==> config.mk <==
export PLATFORM = sky130hd
export DESIGN_NAME = ula_arbitro_2req
export DESIGN_NICKNAME = d
export VERILOG_FILES = /design/src/rtl/ula_arbitro_2req_pkg.sv /design/src/rtl/ula_arbitro_2req_arbitro_rr_2.sv /design/src/rtl/ula_arbitro_2req.sv
export SDC_FILE = /design/constraint.sdc
export NUM_CORES = 1
export LEC_CHECK = 0
export CORE_AREA = 2 2 78 80
export CTS_BUF_LIST = sky130_fd_sc_hd__clkbuf_2
export CTS_CLUSTER_DIAMETER = 200
export DETAILED_ROUTE_END_ITERATION = 7
export DIE_AREA = 0 0 80 82
export PLACE_DENSITY = 0.81
export SLEW_MARGIN = 30
export SYNTH_ARGS = -nofsm -noshare
export SYNTH_HDL_FRONTEND = slang
export SYNTH_SLANG_ARGS = --single-unit
==> constraint.sdc <==
create_clock -name clk -period 2.5 [get_ports clk]
set_input_delay 0.75 -clock clk [delete_from_list [all_inputs] [get_ports clk]]
set_output_delay 0.75 -clock clk [all_outputs]
set_load 0.01 [all_outputs]
==> src/rtl/ula_arbitro_2req_pkg.sv <==
// Shared definitions for the two-requester ALU sequencer: states, opcodes and
// the opcode/operand screening used before an operation reaches the ALU.
package ula_arbitro_2req_pkg;

    localparam logic [1:0] OCIOSO   = 2'd0;
    localparam logic [1:0] EXECUTA  = 2'd1;
    localparam logic [1:0] RESPOSTA = 2'd2;

    localparam logic [3:0] OP_SOMA  = 4'b0000;
    localparam logic [3:0] OP_SUB   = 4'b0001;
    localparam logic [3:0] OP_MUL   = 4'b0010;
    localparam logic [3:0] OP_DIV   = 4'b0011;
    localparam logic [3:0] OP_RESTO = 4'b0100;
    localparam logic [3:0] OP_AND   = 4'b0110;
    localparam logic [3:0] OP_OR    = 4'b0111;
    localparam logic [3:0] OP_NAND  = 4'b1000;
    localparam logic [3:0] OP_NOR   = 4'b1001;
    localparam logic [3:0] OP_XOR   = 4'b1010;
    localparam logic [3:0] OP_NOT   = 4'b1011;

    typedef struct packed {
        logic        id;
        logic [15:0] resultado;
        logic        maior;
        logic        menor;
        logic        igual;
        logic        erro;
    } resp_t;

    function automatic logic op_valido(input logic [3:0] op);
        case (op)
            OP_SOMA, OP_SUB, OP_MUL, OP_DIV, OP_RESTO,
            OP_AND, OP_OR, OP_NAND, OP_NOR, OP_XOR, OP_NOT: return 1'b1;
            default:                                        return 1'b0;
        endcase
    endfunction

    // Undefined opcodes and division/remainder by zero never reach the ALU.
    function automatic logic op_rejeitado(input logic [3:0] op, input logic [7:0] b);
        return !op_valido(op) || ((op == OP_DIV || op == OP_RESTO) && b == 8'd0);
    endfunction

endpackage

==> src/rtl/ula_arbitro_2req_arbitro_rr_2.sv <==
// Two-way round-robin arbiter: one-hot grant, priority flips to the other
// requester after every grant.
module arbitro_rr_2 (
    input  logic       clk,
    input  logic       rst,
    input  logic [1:0] valid,
    input  logic       enable,
    output logic [1:0] grant
);

    logic prioridade;

    always_comb begin
        grant = 2'b00;
        if (enable) begin
            if (valid[0] && valid[1]) grant = prioridade ? 2'b10 : 2'b01;
            else                      grant = valid;
        end
    end

    always_ff @(posedge clk or posedge rst) begin
        if (rst)         prioridade <= 1'b0;
        else if (|grant) prioridade <= grant[0];
    end

endmodule

==> src/rtl/ula_arbitro_2req.sv <==
// Shares one 8-bit ALU between two requesters: accept, hold ALU inputs for
// LATENCIA cycles, capture result and flags, return a tagged response.
module ula_arbitro_2req
    import ula_arbitro_2req_pkg::*;
#(
    parameter int LATENCIA = 1
) (
    input  logic        clk,
    input  logic        rst,
    input  logic        req0_valid,
    output logic        req0_ready,
    input  logic [7:0]  req0_a,
    input  logic [7:0]  req0_b,
    input  logic [3:0]  req0_op,
    input  logic        req1_valid,
    output logic        req1_ready,
    input  logic [7:0]  req1_a,
    input  logic [7:0]  req1_b,
    input  logic [3:0]  req1_op,
    output logic        resp_valid,
    input  logic        resp_ready,
    output logic        resp_id,
    output logic [15:0] resp_resultado,
    output logic        resp_maior,
    output logic        resp_menor,
    output logic        resp_igual,
    output logic        resp_erro,
    output logic [7:0]  ula_a,
    output logic [7:0]  ula_b,
    output logic [3:0]  ula_sel_op,
    input  logic [15:0] ula_resultado,
    input  logic        ula_maior,
    input  logic        ula_menor,
    input  logic        ula_igual
);

    localparam logic [3:0] ULTIMO = 4'(LATENCIA - 1);

    logic [1:0] estado;
    logic [3:0] contador;
    logic [1:0] grant;
    logic [7:0] a_sel;
    logic [7:0] b_sel;
    logic [3:0] op_sel;
    resp_t      resp;

    // Gating the enable with rst keeps both ready outputs low during reset.
    arbitro_rr_2 u_arb (
        .clk    (clk),
        .rst    (rst),
        .valid  ({req1_valid, req0_valid}),
        .enable (estado == OCIOSO && !rst),
        .grant  (grant)
    );

    assign req0_ready = grant[0];
    assign req1_ready = grant[1];
    assign a_sel  = grant[1] ? req1_a  : req0_a;
    assign b_sel  = grant[1] ? req1_b  : req0_b;
    assign op_sel = grant[1] ? req1_op : req0_op;

    assign resp_id        = resp.id;
    assign resp_resultado = resp.resultado;
    assign resp_maior     = resp.maior;
    assign resp_menor     = resp.menor;
    assign resp_igual     = resp.igual;
    assign resp_erro      = resp.erro;

    always_ff @(posedge clk or posedge rst) begin
        if (rst) begin
            estado     <= OCIOSO;
            contador   <= '0;
            resp_valid <= 1'b0;
            resp       <= '0;
            ula_a      <= '0;
            ula_b      <= '0;
            ula_sel_op <= '0;
        end else begin
            case (estado)
                OCIOSO: begin
                    if (|grant) begin
                        resp.id <= grant[1];
                        // Rejected ops leave the ALU inputs untouched.
                        if (op_rejeitado(op_sel, b_sel)) begin
                            resp.resultado <= '0;
                            resp.maior     <= 1'b0;
                            resp.menor     <= 1'b0;
                            resp.igual     <= 1'b0;
                            resp.erro      <= 1'b1;
                            resp_valid     <= 1'b1;
                            estado         <= RESPOSTA;
                        end else begin
                            ula_a      <= a_sel;
                            ula_b      <= b_sel;
                            ula_sel_op <= op_sel;
                            contador   <= '0;
                            estado     <= EXECUTA;
                        end
                    end
                end
                EXECUTA: begin
                    if (contador == ULTIMO) begin
                        resp.resultado <= ula_resultado;
                        resp.maior     <= ula_maior;
                        resp.menor     <= ula_menor;
                        resp.igual     <= ula_igual;
                        resp.erro      <= 1'b0;
                        resp_valid     <= 1'b1;
                        estado         <= RESPOSTA;
                    end else begin
                        contador <= contador + 4'd1;
                    end
                end
                RESPOSTA: begin
                    if (resp_ready) begin
                        resp_valid <= 1'b0;
                        estado     <= OCIOSO;
                    end
                end
                default: estado <= OCIOSO;
            endcase
        end
    end

endmodule

==> impl_summary.log <==
INFO  metric count_of_nets_left_with_antenna_violations_after_detail_routing = 0
INFO  metric final_layout_size_suffix_gt1_share = 14.7%
INFO  metric rsz0062_at_grt = false
INFO  metric worstPathBufferInverterCount = 4
INFO  metric synth_compound_gate_area_share = 25.9%
INFO  metric required_time_at_the_endpoint_of_the_critical_path = 1750 ps
INFO  metric grt_antenna_before_repair = 0
INFO  metric fp.coreArea = 5750 µm²
INFO  metric vias_per_cell = 5.44
INFO  metric final_design_area_no_fill = 3840 µm²
INFO  metric synth.avg_cell_area = 11.2 µm²
INFO  metric max-vdd-ir-drop = 0.424 mV
INFO  metric top_layer = met4
INFO  metric crit_path_cell_trace = dlygate4sd2_1, nor3_4, buf_4, nand3_2, inv_4, buf_2
INFO  metric final_min_period_over_clock_period = 96.1%
INFO  metric synth-warning-count = 0
INFO  metric rows = 28
INFO  metric number_of_buffers_between_clock_root_and_the_deepest_sink = 2
INFO  metric comb_power_share = 51.9%
INFO  metric path_length_in_cells_of_the_critical_path = 6
INFO  metric timing.setup.critical_path_class = in2out
INFO  metric finalClockSkew = 6.99 ps
INFO  metric critical_path.reg2reg.endpoint = resp_valid
INFO  metric overflow = 0
INFO  metric vias = 2264
INFO  metric wl_met3 = 644 µm
INFO  metric status = finished, final reports clean
INFO  metric io_pins = 108
INFO  metric regToRegSetupSlack = 310 ps
INFO  metric final_util = 66.8%
INFO  metric cts_tree = built
INFO  metric hold_path.startpoint = resp_erro
INFO  metric min_path_cells = 1
INFO  metric clock_power_share = 11.4%
INFO  metric seq_power_share = 36.7%
INFO  metric path_max_fanout = 4
INFO  metric report.final.hold_viol_count = 0
INFO  metric worst_skew_pair.late_latency = 410 ps
INFO  metric power.leakage = 0.00170 µW
INFO  metric max_slew.worst_pin.slew = 543 ps
INFO  metric die-height = 82 µm
INFO  metric drt_first_pass_iters = 4
INFO  metric layout-area-overhead-vs-synth = 61.3%
INFO  metric drt-total-wl = 6.73 mm
INFO  metric antennaDiodeCount = 0
INFO  metric wl_per_cell = 16.2 µm
INFO  metric post_synth_fa_ha_maj_area_fraction = 1.05%
INFO  metric instance_area_at_placement = 3700 µm²
INFO  metric netlist_top_cells_count = 49 x sky130_fd_sc_hd__dfrtp_1, 21 x sky130_fd_sc_hd__a21oi_1, 21 x sky130_fd_sc_hd__a31oi_1
INFO  metric power.density_cell_area = 942 nW/µm²
INFO  metric met2_length = 3.06 mm
INFO  metric seq_area_frac_synth = 51.5%
INFO  metric worst_path_max_delay_cell = sky130_fd_sc_hd__dlygate4sd2_1
INFO  metric synth_flop_cell = sky130_fd_sc_hd__dfrtp_1
INFO  metric ys_async_sr_fraction = 100%
INFO  metric post_synth_num_cell_types = 47
INFO  metric p_sw = 1270 µW
INFO  metric post_synth_mux_area_share = 8.41%
INFO  metric detail_route.iter0.violations = 92
INFO  metric syn-instance-count = 212
INFO  metric finish.net_count = 406
INFO  metric deepest_level_of_the_cts_h_tree = 2
INFO  metric synth_xor_xnor_area_share = 0%
INFO  metric critPathMaxStageDelay = 270 ps
INFO  metric cts-buffers-inserted = 5
INFO  metric first_global_vias = 2113
INFO  metric timing.final.crit_period = 2400 ps
INFO  metric worstPathArrival = 1650 ps
INFO  metric yosysMostFrequentCell = sky130_fd_sc_hd__dfrtp_1
INFO  metric synth_edf_count = 0
INFO  metric yosysTopAreaCell = sky130_fd_sc_hd__dfrtp_1
INFO  metric gate_family_responsible_for_the_most_delay_along_the_worst_path = buffers and inverters
INFO  metric grt_pass1_wl = 10.4 mm
INFO  metric grt_max_degree = 34
INFO  metric cp-start-kind = primary input
INFO  metric hold_buf_count_cts = 0
INFO  metric port_buffer_count = 107
INFO  metric synth_largest_type_area_fraction = 51.5%
INFO  metric r2r-start = estado[1]
INFO  metric synthTopCellsByArea = sky130_fd_sc_hd__dfrtp_1 51%, sky130_fd_sc_hd__mux2i_1 8.4%, sky130_fd_sc_hd__a22o_1 7.0%, sky130_fd_sc_hd__a31oi_1 5.5%, sky130_fd_sc_hd__a21oi_1 4.4%
INFO  metric timing.final.max_slew_violations = 0
INFO  metric synthSimpleGateAreaFrac = 8.78%
INFO  metric finalSetupViolations = 0
INFO  metric max_cap_viol_count = 0
INFO  metric clock-sinks = 49
INFO  metric dp_hpwl = 4.97 mm
INFO  metric max_slew_margin_vs_limit = 63.8%
INFO  metric total_global_route_track_usage = 20.4%
INFO  metric switching_share = 35.2%
INFO  metric mappedNetlistNets = 278
INFO  metric cts.reportedPaths.clkPinSlew = 240 ps
INFO  metric die_area = 6560 µm²
INFO  metric min_path_type = reg2reg
INFO  metric mappedNetlistArea = 2380 µm²
INFO  metric fill_cells = 478
INFO  metric yosys_register_bits = 49
INFO  metric cts-root-buf = sky130_fd_sc_hd__clkbuf_2
INFO  metric hold-path-endpoint = resp_erro
INFO  metric p_int = 2350 µW
INFO  metric detail_route.drc_violations = 0
INFO  metric die_w = 80 µm
INFO  metric synth_top_family_by_area = compound AO/OA/AOI/OAI gates
INFO  metric cell_count_of_the_worst_reg_to_reg_path = 8
INFO  metric endpoint_kind = primary output
INFO  metric initial_core_util = 41.4%
INFO  metric wl_met1 = 2.95 mm
INFO  metric place.gp.congestion = 0.894
INFO  metric timing.fmax = 0.416 GHz
-- per-stage QoR --
| stage | instances | total power [µW] | TNS [ps] | hold slack, ps | setup WS [ps] |
|---|---|---|---|---|---|
| after global placement | 404 | 3120 | -15880 | 477 | -513 |
| after floorplan | 212 | 2200 | 0 | 463 | 450 |
| after CTS | 415 | 3620 | 0 | 526 | 7.91 |
| after detailed placement | 404 | 3160 | -18200 | 473 | -580 |
| after global routing | 416 | 3850 | 0 | 540 | 13.8 |
| final | 416 | 3620 | 0 | 521 | 98.2 |
-- area by class of cell --
cell class / instances / area, µm² / share of cell area, %
clock inverters: 3 / 41.3 / 1.08
multi-input cells: 142 / 1100 / 28.8
clock buffers: 5 / 25.0 / 0.652
repair buffers: 135 / 1320 / 34.3
well taps: 75 / 93.8 / 2.44
flip-flops and latches: 49 / 1230 / 32.0
inverters: 7 / 28.8 / 0.749
-- power groups by stage --
stage | logic, µW | clock network [µW] | registers, µW
after floorplan | 750 | 0 | 1450
after global placement | 1790 | 0 | 1330
after detailed placement | 1830 | 0 | 1330
after CTS | 1880 | 422 | 1320
after global routing | 2040 | 446 | 1370
final | 1880 | 414 | 1330
-- flip-flops by register name (all words and copies together) (netlist names) --
| name | flops |
|---|---|
| contador | 4 |
| estado | 2 |
| resp_erro | 1 |
| resp_id | 1 |
| resp_igual | 1 |
| resp_maior | 1 |
| resp_menor | 1 |
| resp_resultado | 16 |
| resp_valid | 1 |
| u_arb.prioridade | 1 |
| ula_a | 8 |
| ula_b | 8 |
| ula_sel_op | 4 |
-- cells by family (layout without fill, tap and decap cells) --
logic type	count (synthesis)	count (layout)
muxes	20	20
and+or+nand+nor	34	34
buffers and inverters	22	150
DFF	49	49
AOI/OAI and AO/OA	85	86
adders and majority gates	2	2
-- worst register-to-register path, delay by kind of cell, from the launching register on --
| kind | cells | cell delay [ps] |
|---|---|---|
| buffers and inverters | 3 | 460 |
| AO/OA/AOI/OAI | 4 | 930 |
| flip-flops | 1 | 520 |
| AND/OR/NAND/NOR | 1 | 190 |
-- per-layer routing --
metal	GRT usage (%)	vias up
li1	-	1081
met1	25.9	1066
met2	33.8	109
met3	6.81	8
met4	5.08	0
met5	0	-
-- timing repair --
item | CTS | global route
endpoints found under the hold margin | 0 | 0
resized for setup | 12 | 5
gates cloned | 1 | 0
setup endpoints to repair | 4 | 5
setup buffers | 2 | 1
pin swaps | 2 | 2
-- layout by cell type, fill, tap and decap left out, types with 2 or more instances in the layout --
cell                                n
sky130_fd_sc_hd__nand3_1            2
sky130_fd_sc_hd__a22oi_1            2
sky130_fd_sc_hd__nor4_1             3
sky130_fd_sc_hd__buf_12             3
sky130_fd_sc_hd__a21oi_1           21
sky130_fd_sc_hd__clkdlybuf4s50_1  102
sky130_fd_sc_hd__ha_1               2
sky130_fd_sc_hd__a31oi_1           21
sky130_fd_sc_hd__a22o_1            19
sky130_fd_sc_hd__nand2b_1           2
sky130_fd_sc_hd__o21ai_0            3
sky130_fd_sc_hd__nor2_1             4
sky130_fd_sc_hd__o31ai_4            2
sky130_fd_sc_hd__a21o_1             2
sky130_fd_sc_hd__nor2b_1            2
sky130_fd_sc_hd__nor4bb_1           2
sky130_fd_sc_hd__buf_4             24
sky130_fd_sc_hd__dfrtp_1           48
sky130_fd_sc_hd__dlygate4sd2_1      2
sky130_fd_sc_hd__inv_1              5
sky130_fd_sc_hd__nor3b_1            2
sky130_fd_sc_hd__nand2_1            7
sky130_fd_sc_hd__mux2i_1           20
sky130_fd_sc_hd__o211ai_1           2
sky130_fd_sc_hd__or3_1              2
sky130_fd_sc_hd__clkbuf_2           5
-- worst max path at each step --
stage,from,to,slack (ps)
floorplan,rst,resp_valid,450
global placement,rst,resp_valid,-510
detailed placement,rst,resp_valid,-580
CTS,req0_b[6],estado[0],8
global route,estado[1],req1_ready,10
finish,rst,req1_ready,100
Power figures use the tool's default switching activity.
